==> config.mk <==
export PLATFORM = sky130hd
export DESIGN_NAME = inst_fetch_responder
export DESIGN_NICKNAME = d
export VERILOG_FILES = /design/src/rtl/inst_fetch_responder_pkg.sv /design/src/rtl/fetch_req_fifo.sv /design/src/rtl/inst_fetch_responder.sv
export SDC_FILE = /design/constraint.sdc
export NUM_CORES = 1
export LEC_CHECK = 0
export CORE_MARGIN = 5
export CORE_UTILIZATION = 45
export CTS_BUF_LIST = sky130_fd_sc_hd__clkbuf_4 sky130_fd_sc_hd__clkbuf_8 sky130_fd_sc_hd__clkbuf_16
export DETAILED_ROUTE_END_ITERATION = 6
export GPL_ROUTABILITY_DRIVEN = 0
export PLACE_DENSITY_LB_ADDON = 0.3
export SLEW_MARGIN = 20
export SYNTH_ARGS = -nofsm -noshare
export SYNTH_HDL_FRONTEND = slang
export SYNTH_SLANG_ARGS = --single-unit
==> constraint.sdc <==
create_clock -name clk -period 7.85 [get_ports clk]
set_input_delay 1.57 -clock clk [delete_from_list [all_inputs] [get_ports clk]]
set_output_delay 1.57 -clock clk [all_outputs]
set_load 0.005 [all_outputs]
==> src/rtl/inst_fetch_responder_pkg.sv <==
// inst_fetch_responder_pkg: AXI constants, fetch widths, queue entry and FSM state types
// shared by the instruction-fetch responder and its request queue.
package inst_fetch_responder_pkg;
    localparam logic [1:0] BURST_INCR = 2'b01;
    localparam logic [2:0] SIZE_4B = 3'd2;
    localparam int INST_WIDTH = 32;
    localparam int FETCH_WIDTH = 2 * INST_WIDTH;
    localparam int CacheDisposeInstNumWidth = 2;

    typedef struct packed {
        logic [28:0] line;
        logic        uncache;
    } fetch_entry_t;

    typedef enum logic {AR_IDLE, AR_SEND} ar_state_t;
    typedef enum logic {R_LO, R_HI} r_state_t;

    function automatic logic [7:0] burst_len(input logic uncache);
        return uncache ? 8'd0 : 8'd1;
    endfunction
endpackage

==> src/rtl/fetch_req_fifo.sv <==
// fetch_req_fifo: in-order request queue with separate write, AR-issue and response
// pointers; tracks total outstanding entries and entries not yet issued on AR.
module fetch_req_fifo
    import inst_fetch_responder_pkg::*;
#(
    parameter int DEPTH = 2,
    localparam int PW = DEPTH > 1 ? $clog2(DEPTH) : 1,
    localparam int CW = $clog2(DEPTH + 1)
) (
    input  logic         clk,
    input  logic         rst,
    input  logic         push,
    input  logic         issue,
    input  logic         pop,
    input  fetch_entry_t push_entry,
    output fetch_entry_t issue_entry,
    output logic         resp_uncache,
    output logic [CW-1:0] count,
    output logic [CW-1:0] pending
);
    fetch_entry_t mem [DEPTH];
    logic [PW-1:0] wr_ptr, iss_ptr, rsp_ptr;

    function automatic logic [PW-1:0] next(input logic [PW-1:0] p);
        return p == PW'(DEPTH - 1) ? '0 : p + PW'(1);
    endfunction

    always_ff @(posedge clk)
        if (push) mem[wr_ptr] <= push_entry;

    always_ff @(posedge clk or posedge rst)
        if (rst) begin
            wr_ptr  <= '0;
            iss_ptr <= '0;
            rsp_ptr <= '0;
            count   <= '0;
            pending <= '0;
        end else begin
            if (push) wr_ptr <= next(wr_ptr);
            if (issue) iss_ptr <= next(iss_ptr);
            if (pop) rsp_ptr <= next(rsp_ptr);
            count   <= count + CW'(push) - CW'(pop);
            pending <= pending + CW'(push) - CW'(issue);
        end

    assign issue_entry = mem[iss_ptr];
    // During a pop cycle the head being answered is already the next entry.
    assign resp_uncache = mem[pop ? next(rsp_ptr) : rsp_ptr].uncache;
endmodule

==> src/rtl/inst_fetch_responder.sv <==
// inst_fetch_responder: answers in-order instruction-fetch requests with one AXI read
// each, returning a 64-bit instruction pair and a one-cycle data_ok in request order.
module inst_fetch_responder
    import inst_fetch_responder_pkg::*;
#(
    parameter int QDEPTH = 2,
    parameter logic [3:0] AXI_ID = 4'd0
) (
    input  logic                                clk,
    input  logic                                rst,
    input  logic                                inst_sram_req_i,
    input  logic [31:0]                         inst_sram_addr_i,
    input  logic                                inst_sram_uncache_i,
    output logic                                inst_sram_addr_ok_o,
    output logic                                inst_sram_data_ok_o,
    output logic [FETCH_WIDTH-1:0]              inst_sram_rdata_o,
    output logic [CacheDisposeInstNumWidth-1:0] cache_dispose_inst_num_o,
    output logic                                resp_err_o,
    output logic [3:0]                          arid_o,
    output logic [31:0]                         araddr_o,
    output logic [7:0]                          arlen_o,
    output logic [2:0]                          arsize_o,
    output logic [1:0]                          arburst_o,
    output logic                                arvalid_o,
    input  logic                                arready_i,
    input  logic [31:0]                         rdata_i,
    input  logic [1:0]                          rresp_i,
    input  logic                                rlast_i,
    input  logic                                rvalid_i,
    output logic                                rready_o
);
    localparam int CW = $clog2(QDEPTH + 1);

    logic [CW-1:0] count, pending, issued;
    fetch_entry_t  new_entry, issue_entry, ar_src;
    logic          accept, issue, beat, resp_uncache, unused;
    ar_state_t     ar_state;
    r_state_t      r_state;
    logic [31:0]   lo_q;

    // A full queue may still accept in a data_ok cycle because the pop frees a slot.
    assign accept = inst_sram_req_i & ~rst & (count < CW'(QDEPTH) | inst_sram_data_ok_o);
    assign inst_sram_addr_ok_o = accept;
    assign new_entry = '{line: inst_sram_addr_i[31:3], uncache: inst_sram_uncache_i};
    assign unused = ^inst_sram_addr_i[2:0];
    assign issue = arvalid_o & arready_i;
    assign issued = count - pending - CW'(inst_sram_data_ok_o);
    assign rready_o = issued != '0;
    assign beat = rvalid_i & rready_o;
    assign ar_src = pending != '0 ? issue_entry : new_entry;
    assign cache_dispose_inst_num_o = CacheDisposeInstNumWidth'(count);
    assign arid_o = AXI_ID;
    assign arburst_o = BURST_INCR;

    fetch_req_fifo #(.DEPTH(QDEPTH)) u_fifo (
        .clk          (clk),
        .rst          (rst),
        .push         (accept),
        .issue        (issue),
        .pop          (inst_sram_data_ok_o),
        .push_entry   (new_entry),
        .issue_entry  (issue_entry),
        .resp_uncache (resp_uncache),
        .count        (count),
        .pending      (pending)
    );

    always_ff @(posedge clk or posedge rst)
        if (rst) begin
            ar_state  <= AR_IDLE;
            arvalid_o <= 1'b0;
            araddr_o  <= '0;
            arlen_o   <= '0;
            arsize_o  <= '0;
        end else if (ar_state == AR_IDLE) begin
            if (pending != '0 || accept) begin
                ar_state  <= AR_SEND;
                arvalid_o <= 1'b1;
                araddr_o  <= {ar_src.line, 3'b000};
                arlen_o   <= burst_len(ar_src.uncache);
                arsize_o  <= SIZE_4B;
            end
        end else if (arready_i) begin
            ar_state  <= AR_IDLE;
            arvalid_o <= 1'b0;
        end

    always_ff @(posedge clk or posedge rst)
        if (rst) begin
            r_state             <= R_LO;
            lo_q                <= '0;
            inst_sram_data_ok_o <= 1'b0;
            inst_sram_rdata_o   <= '0;
            resp_err_o          <= 1'b0;
        end else begin
            inst_sram_data_ok_o <= beat & (r_state == R_HI | rlast_i | resp_uncache);
            resp_err_o          <= rvalid_i & (~rready_o | rresp_i != 2'b00);
            if (beat && r_state == R_HI) begin
                inst_sram_rdata_o <= {rdata_i, lo_q};
                r_state           <= R_LO;
            end else if (beat && (rlast_i || resp_uncache)) begin
                inst_sram_rdata_o <= {32'd0, rdata_i};
            end else if (beat) begin
                lo_q    <= rdata_i;
                r_state <= R_HI;
            end
        end
endmodule

==> metrics.md, run 1 <==
| Metric | Value |
|---|---|
| Post-synth ARST share | 0.6985 |
| Chip width | 145.9 um |
| Cells on worst reg2reg path | 8 |
| Initial antenna violation count | 1 |
| Core Area | 18,090 um2 |
| Psw | 1.865 mW |
| Syn_area_per_cell | 13.51 um2 |
| Most frequent cells in the layout | clkdlybuf4s50_1, dfrtp_1, mux2_2 |
| Post-synthesis xor/xnor area fraction | 0.01446 |
| Peak VDD IR | 319.4 uV |
| Worst-path maximum fanout | 79 |
| Hold Path End | arsize_o[1] |
| Final setup viols | 0 |
| Sw Ratio | 0.3786 |
| Hold Path Origin | arsize_o[1] |
| Synth Area in Simple Gates | 0.02725 |
| RSZ-0062 raised after global routing | false |
| Largest family of logic cells by synthesized area | compound AO/OA/AOI/OAI gates |
| CP delay by family, top | buffers and inverters |
| Buffers on Ports | 171 |
| Slew Limit Fails | 0 |
| Clk network pwr share | 0.162 |
| Commonest non-fill, non-tap cell in the layout | clkdlybuf4s50_1 |
| Final net count | 855 |
| Fillers | 1,372 |
| Cells after synthesis | 615 |
| Post-synthesis cell type count | 36 |
| Placed cell count | 983 |
| Capture point of the worst reg-to-reg path | inst_sram_rdata_o[27] |
| Bufs on Longest Clock Path | 2 |
| Hpwl dp | 12.77 mm |
| Crit path cell chain | clkdlybuf4s50_1 -> inv_6 -> nand3_1 -> inv_1 -> clkdlybuf4s50_1 |
| Post-CTS Hold Buffers | 0 |
| Initial DRC Count | 266 |
| IO Pins | 193 |
| Critical path depth in cells | 5 |
| Status | finished, final reports clean |
| Synth warn | 0 |
| Total congestion overflow | 0 |
| Setup Buffers After CTS | 0 |
| ANT cells | 0 |
| Reg-to-reg setup timing slack | 4.43 ns |
| Sequential share of the synthesized area | 0.6354 |
| Combinational share of power | 0.485 |
| Adder-Cell Fraction of Synth Area | 0.01144 |
| Skew final | 0.009089 ns |
| Sink Count | 199 |
| CTS H-tree depth | 4 |
| Critical Path RT | 6.28 ns |
| Arrival time at the worst endpoint | 3.85 ns |
| Drt pass-1 iters | 4 |
| Reg power frac | 0.353 |
| CTS tree | yes |
| Setup crit end kind | output pin |
| Final Cycle Share | 0.6901 |
| Worst Max-Slew Pin Slew | 0.9592 ns |
| CTS clk-pin slew, worst paths | 0.06 ns |
| Synth top area share | 0.4186 |
| Share of layout cells above drive strength 1 | 0.1472 |
| Max Fclk | 184.6 MHz |
| Mapped cell area | 8309 um2 |
| First-pass GRT wire length | 30.68 mm |
| GRT Util Overall | 0.1788 |
| Synth area leaders | dfrtp_1, edfxtp_1, mux2_2 |
| Synth area leader | dfrtp_1 |
| Final Hold Vio Count | 0 |
| Top FF cell, synth | dfrtp_1 |
| Die H | 145.9 um |
| Finished Layout Cells | 1,017 |
| # resized after CTS | 0 |
| Mux cell area share after synthesis | 0.1227 |
| Cts bufs inserted | 17 |
| P&R area growth vs syn | 30.27% |
| DRC violations left | 0 |
| Vias per cell | 5.337 |
| CP max-delay cell | clkdlybuf4s50_1 |
| # rows | 49 |
| Initial Util | 0.4594 |
| Leakage | 4.476 nW |
| Die area | 21,280 um2 |
| CP Launch Type | input pin |
| Worst path bufs/invs | 4 |
| Final WL | 18.85 mm |
| Pin count of the biggest net entering global routing | 80 |
| Type of the worst setup path | in2out |
| Internal power | 3.062 mW |
| Max stage delay on crit path | 0.57 ns |
| Compound-cell area share of the yosys netlist | 0.1274 |
| #FFs+latches synth | 199 |
| Max cap viols | 0 |
| R2R Path Start | inst_sram_data_ok_o |
| Via count | 5,428 |
| Hold Path Class | reg2reg |
| Clk Latency, worst-skew pair | 0.42 ns |
| DR WL/cell | 18.53 um |
| PwrDens | 455.2 nW/um2 |
| Setup tns final | 0 ns |
| Post-route antenna net violation count | 0 |
| Period minus WS final | 5.418 ns |
| Relative slew margins | 0.3605 |
| Top cell by count, worst path | clkdlybuf4s50_1 |
| Post-synth EDFFs | 60 |
| WHS Path Cells | 1 |
| Root buffer cell | clkbuf_16 |
| Vias in the first global route | 5,746 |
power by group through the flow:
stage / Clock [mW] / Sequential (mW) / Combinational, mW
floorplan: 0 / 1.69 / 1.40
global placement: 0 / 1.73 / 2.25
detailed placement: 0 / 1.75 / 2.36
CTS: 0.821 / 1.74 / 2.37
global route: 0.858 / 1.78 / 2.60
finish: 0.798 / 1.74 / 2.39
logic make-up after synthesis:
| group | count (synthesis) |
|---|---|
| xor gates and xnor gates | 12 |
| and+or+nand+nor | 56 |
| adders and majority gates | 7 |
| DFF | 199 |
| muxes | 94 |
| buffers and inverters | 109 |
| AOI/OAI and AO/OA | 136 |
| other | 2 |
Yosys cell counts (all sizes together) (2+ instances only):
cell type,instances
clkbuf,33
ha,6
buf,23
xnor2,9
nand2,41
mux2i,31
dfrtp,139
a22o,32
inv,53
xor2,3
a211oi,11
and2,2
nor2,8
a221o,11
o211ai,22
o221ai,22
a21oi,4
o21ai,30
edfxtp,60
mux2,63
conb,2
sequential cells by signal (all words and copies together) (netlist names):
signal               cells
inst_sram_data_ok_o      1
resp_err_o               1
arsize_o                 1
u_fifo.count             2
u_fifo.iss_ptr           1
u_fifo.mem              60
ar_state                 1
u_fifo.rsp_ptr           1
inst_sram_rdata_o       64
lo_q                    32
arvalid_o                1
r_state                  1
u_fifo.wr_ptr            1
u_fifo.pending           2
arlen_o                  1
araddr_o                29
stage by stage:
| step | setup slack [ns] | hold slack (ns) | area [um2] | total power, mW | util |
|---|---|---|---|---|---|
| after global placement | 2.412 | 0.4598 | 10180 | 3.984 | 0.5631 |
| final | 2.432 | 0.4862 | 10820 | 4.927 | 0.5985 |
| after floorplan | 1.008 | 0.4586 | 8369 | 3.083 | - |
| after detailed placement | 2.361 | 0.4712 | 10210 | 4.119 | 0.5646 |
| after global routing | 2.189 | 0.5119 | 10820 | 5.241 | 0.5985 |
| after CTS | 2.359 | 0.4866 | 10750 | 4.927 | 0.5942 |
routing by layer:
layer  global-route usage  wire length (um)  vias to the layer above  part of all wire
met4              0.05128               293                        2             0.016
met2               0.2940              8988                      189              0.48
met3              0.05512              1384                       26             0.073
met1               0.2302              8171                     2701              0.43
met5                    0                11                        -           0.00058
li1                     -                 -                     2510                 -
layout make-up:
class	instances	area, um2	share of cell area
clock buffer	18	432.9	0.04000
clock inverter	14	101.3	0.009363
inverter	53	203.9	0.01884
multi-input combinational	323	2671	0.2468
sequential	199	5281	0.4879
tap	229	286.5	0.02647
timing repair buffer	181	1847	0.1706
worst max-delay path by stage:
| stage | startpoint | end | slack (ns) |
|---|---|---|---|
| 2_1_floorplan | rst | u_fifo.mem[1][0] | 1.01 |
| 3_3_place_gp | rst | inst_sram_addr_ok_o | 2.41 |
| 3_5_place_dp | rst | inst_sram_addr_ok_o | 2.36 |
| 4_1_cts | rst | inst_sram_addr_ok_o | 2.36 |
| 5_1_grt | rst | inst_sram_addr_ok_o | 2.19 |
| 6_report | rst | inst_sram_addr_ok_o | 2.43 |
Power figures use the tool's default switching activity.
==> run 2, diff against run 1 <==
Clock period 7.85 ns to 5.51 ns, I/O delays scaled along.
==> run 2 against run 1 <==
  * First-iteration DRC count up 18%
  * Utilization up 0.37 points
  * Sequential share of layout area down 0.30 points
  * Combinational power up 42%
  * Hold slack better by 0.0012 ns
==> metrics.md, run 2 (synthesis results as in run 1) <==
| Metric | Value |
|---|---|
| CTS H-tree depth | 4 |
| Initial DRC Count | 315 |
| Post-route antenna net violation count | 0 |
| Bufs on Longest Clock Path | 2 |
| Setup Buffers After CTS | 0 |
| Pin count of the biggest net entering global routing | 90 |
| CP Launch Type | flop |
| Relative slew margins | 0.3381 |
| Final Cycle Share | 0.7481 |
| Hold Path Origin | arsize_o[1] |
| Finished Cell Area | 10,890 um2 |
| Via count | 5,449 |
| Status | finished, final reports clean |
| Setup tns final | 0 ns |
| Final setup viols | 0 |
| Cts bufs inserted | 17 |
| P&R area growth vs syn | 31.08% |
| Most frequent cells in the layout | clkdlybuf4s50_1, dfrtp_1, mux2_2 |
| Top Registers | inst_sram_rdata_o x64, u_fifo.mem x60, lo_q x32 |
| Core Area | 18,090 um2 |
| Setup crit end kind | output pin |
| Post-CTS Hold Buffers | 0 |
| Hold Path Class | reg2reg |
| Reg-to-reg setup timing slack | 2.31 ns |
| Critical path startpoint | inst_sram_data_ok_o |
| Max Fclk | 242.6 MHz |
| Period minus WS final | 4.122 ns |
| # resized after CTS | 0 |
| Initial Util | 0.4594 |
| First-pass GRT wire length | 30.95 mm |
| CTS clk-pin slew, worst paths | 0.07 ns |
| Vias in the first global route | 5,816 |
| Buffers on Ports | 171 |
| Final Hold Vio Count | 0 |
| Final net count | 858 |
| Arrival time at the worst endpoint | 3.02 ns |
| Chip width | 145.9 um |
| GRT Util Overall | 0.1799 |
| RSZ-0062 raised after global routing | false |
| PwrDens | 650.8 nW/um2 |
| Clk Latency, worst-skew pair | 0.43 ns |
| Commonest non-fill, non-tap cell in the layout | clkdlybuf4s50_1 |
| Share of layout cells above drive strength 1 | 0.1517 |
| Die area | 21,280 um2 |
| Max reg flops | 64 |
| Peak VDD IR | 487.5 uV |
| R2R Path Start | inst_sram_data_ok_o |
| Sink Count | 199 |
| Type of the worst setup path | reg2out |
| Initial antenna violation count | 2 |
| CTS tree | yes |
| Slew Limit Fails | 0 |
| Worst Max-Slew Pin Slew | 0.9928 ns |
| Worst-path maximum fanout | 14 |
| Final WL | 18.82 mm |
| Vias per cell | 5.342 |
| ANT cells | 0 |
| Critical Path RT | 4.41 ns |
| Root buffer cell | clkbuf_16 |
| Skew final | 0.01090 ns |
| IO Pins | 193 |
| Max cap viols | 0 |
| Post-place instance area | 10,230 um2 |
| Die H | 145.9 um |
| Hpwl dp | 12.80 mm |
| Leakage | 4.511 nW |
| # rows | 49 |
| Total congestion overflow | 0 |
| DRC violations left | 0 |
| DR WL/cell | 18.45 um |
| Drt pass-1 iters | 4 |
| Reg with most FFs | inst_sram_rdata_o |
run 2: critical path, stage by stage, from the launching register on:
cell	delay, ns
dfrtp_1	0.45
fa_1	0.52
inv_1	0.07
ha_1	0.14
nor2_1	0.09
xnor2_2	0.65
nand2_1	0.17
clkdlybuf4s50_1	0.51
run 2: routing by layer:
metal / track usage / wire length (um) / up-vias
li1: - / - / 2527
met1: 0.2356 / 8060 / 2726
met2: 0.2877 / 9139 / 167
met3: 0.05543 / 1275 / 25
met4: 0.05840 / 325 / 4
met5: 0 / 20 / -
run 2: report_power, final:
group / leakage [nW] / switching [mW] / internal [mW]
sequential: 2.27 / 0.378 / 2.10
clock: 0.291 / 0.562 / 0.657
combinational: 1.95 / 1.70 / 1.69
total: 4.51 / 2.64 / 4.45
run 2: layout make-up:
type | count | area, um2
flip-flops and latches | 199 | 5281
well taps | 229 | 286.5
fillers | 1367 | 7194
clock inverters | 11 | 97.59
clock buffers | 21 | 490.5
multi-input cells | 323 | 2660
repair buffers | 184 | 1873
inverters | 53 | 202.7
run 2: worst paths after layout:
kind / depth (start not counted) / end
min in group asynchronous: 3 / araddr_o[19]
min: 1 / arsize_o[1]
min reg2reg: 1 / arsize_o[1]
max: 7 / rready_o
max reg2reg: 7 / inst_sram_rdata_o[17]
max in group asynchronous: 4 / u_fifo.iss_ptr
run 2: per-stage QoR:
step           hold WS, ns  total power [mW]  worst slack, ns  utilization  cells
5_1_grt             0.5035             7.572            1.193       0.6022   1020
3_3_place_gp        0.4580             5.710            1.727       0.5643    985
4_1_cts             0.4887             7.112            1.340       0.5983   1018
3_5_place_dp        0.4628             5.871            1.626       0.5658    986
2_1_floorplan       0.4586             4.392           0.6092            -    631
6_report            0.4874             7.088            1.388       0.6022   1020
==> run 3, diff against run 2 <==
Clock period 5.51 ns to 4.2 ns, I/O delays scaled along.
==> run 3 against run 2 <==
  * Largest cell class unchanged
  * Total power increased by 30%
  * Global-route usage shrank 0.090 points
  * Largest power group unchanged
  * Design area fell by 0.75%
  * Highest routed layer unchanged
  * Utilization shrank 0.45 points
  * Critical path depth is the same
  * Register-to-register slack got worse by 1.4 ns
  * Non-clock buffer count is 2 higher
  * Final cell count about the same
  * Sequential cell count unchanged
  * First-iteration DRC count down 4.4%
==> metrics.md, run 3 (synthesis results as in run 1) <==
| Metric | Value |
|---|---|
| Status | finished, final reports clean |
| Worst Max-Slew Pin Slew | 0.9890 ns |
| Critical Path RT | 3.36 ns |
| Max reg flops | 64 |
| P&R area growth vs syn | 30.10% |
| Final setup viols | 0 |
| Final Cycle Share | 0.9225 |
| Post-CTS Hold Buffers | 0 |
| Reg-to-reg setup timing slack | 0.88 ns |
| Sink Count | 199 |
| GRT Util Overall | 0.1790 |
| Reg with most FFs | inst_sram_rdata_o |
| Hold Path Class | reg2reg |
| Die H | 145.9 um |
| Bufs on Longest Clock Path | 2 |
| Vias in the first global route | 5,844 |
| CTS tree | yes |
| Pin count of the biggest net entering global routing | 84 |
| Sequential cell area | 5281 um2 |
| Chip width | 145.9 um |
| Cells on worst reg2reg path | 9 |
| Final WL | 18.99 mm |
| Area of the multi-input gates | 2649 um2 |
| Hpwl dp | 12.84 mm |
| Finished Layout Cells | 1,021 |
| First-pass GRT wire length | 31.04 mm |
| CTS clk-pin slew, worst paths | 0.06 ns |
| DRC violations left | 0 |
| Arrival time at the worst endpoint | 3.03 ns |
| Final net count | 860 |
| Post-route antenna net violation count | 0 |
| ANT cells | 0 |
| Setup Buffers After CTS | 0 |
| Share of layout cells above drive strength 1 | 0.1528 |
| Hold Path Origin | arsize_o[1] |
| Vias per cell | 5.359 |
| Core Area | 18,090 um2 |
| Capture point of the worst reg-to-reg path | inst_sram_rdata_o[19] |
| Leakage | 4.494 nW |
| Setup crit end kind | output pin |
| IO Pins | 193 |
| CP Capture Point | rready_o |
| CP Launch Type | flop |
| Final Hold Vio Count | 0 |
| Max Fclk | 258.1 MHz |
| Root buffer cell | clkbuf_16 |
| Type of the worst setup path | reg2out |
| PwrDens | 852.9 nW/um2 |
| Total congestion overflow | 0 |
| Worst-path maximum fanout | 14 |
| Initial DRC Count | 301 |
| Power, Total | 9.220 mW |
| RSZ-0062 raised after global routing | false |
| Period minus WS final | 3.874 ns |
| Most frequent cells in the layout | clkdlybuf4s50_1, dfrtp_1, mux2_2 |
| Die area | 21,280 um2 |
| Via count | 5,472 |
| Initial antenna violation count | 1 |
| # rows | 49 |
| Critical path startpoint | inst_sram_data_ok_o |
| Top Registers | inst_sram_rdata_o x64, u_fifo.mem x60, lo_q x32 |
| DR WL/cell | 18.59 um |
| R2R Path Start | inst_sram_data_ok_o |
| Clk Latency, worst-skew pair | 0.41 ns |
| # resized after CTS | 0 |
| Max cap viols | 0 |
| Relative slew margins | 0.3406 |
| Drt pass-1 iters | 4 |
| Slew Limit Fails | 0 |
| Skew final | 0.01209 ns |
| Cts bufs inserted | 17 |
| Buffers on Ports | 171 |
| Placed cell count | 990 |
| Commonest non-fill, non-tap cell in the layout | clkdlybuf4s50_1 |
| CTS H-tree depth | 4 |
| Fillers | 1,398 |
| Initial Util | 0.4594 |
| Peak VDD IR | 512.9 uV |
## run 3: changes by cell type in the layout (fill, tap and decap cells not counted), sizes merged
cell and change:
buf +2, bufinv +1, clkbuf +1, clkinvlp -1
inv -2
## run 3: stage by stage
stage,area (um2),hold slack (ns),TNS (ns),setup WS (ns),utilization
global route,10810,0.4949,0,0.1200,0.5977
detailed placement,10240,0.4724,0,0.7504,0.5664
CTS,10810,0.4904,0,0.2905,0.5975
finish,10810,0.4810,0,0.3257,0.5977
global placement,10240,0.4572,0,0.7950,0.5664
floorplan,8376,0.4586,-14.52,-0.2356,-
## run 3: critical path, cell delays in order, from the launching register on
cell and delay (ns):
dfrtp_1 0.45, fa_1 0.52, inv_1 0.07, ha_1 0.13, nor2_1 0.09, xnor2_2 0.66
nand2_1 0.20, clkdlybuf4s50_1 0.51
## run 3: how the worst min path moves through the flow
| stage | to | slack (ns) | cells past startpoint |
|---|---|---|---|
| detailed placement | arsize_o[1] | 0.47 | 1 |
| global placement | arsize_o[1] | 0.46 | 1 |
| CTS | arsize_o[1] | 0.49 | 1 |
| floorplan | lo_q[3] | 0.46 | 1 |
| finish | arsize_o[1] | 0.48 | 1 |
| global route | arsize_o[1] | 0.49 | 1 |
## run 3: power by group
part | switching, mW | internal, mW | total (mW)
Sequential | 0.488 | 2.76 | 3.24
Combinational | 2.23 | 2.18 | 4.41
Clock | 0.697 | 0.868 | 1.56
Total | 3.42 | 5.80 | 9.22
## run 3: area by class of cell
type,count,share of cell area
Sequential cell,199,0.4885
Multi-Input combinational cell,323,0.2450
Timing Repair Buffer,186,0.1691
Clock buffer,22,0.04340
Tap cell,229,0.02650
Inverter,53,0.01875
Clock inverter,9,0.008681
## run 3: per-layer routing
layer / track usage / up-vias / wire length, um
li1: - / 2523 / -
met1: 0.2340 / 2734 / 8203
met2: 0.2915 / 187 / 9196
met3: 0.05606 / 26 / 1291
met4: 0.04701 / 2 / 286
met5: 0 / - / 7
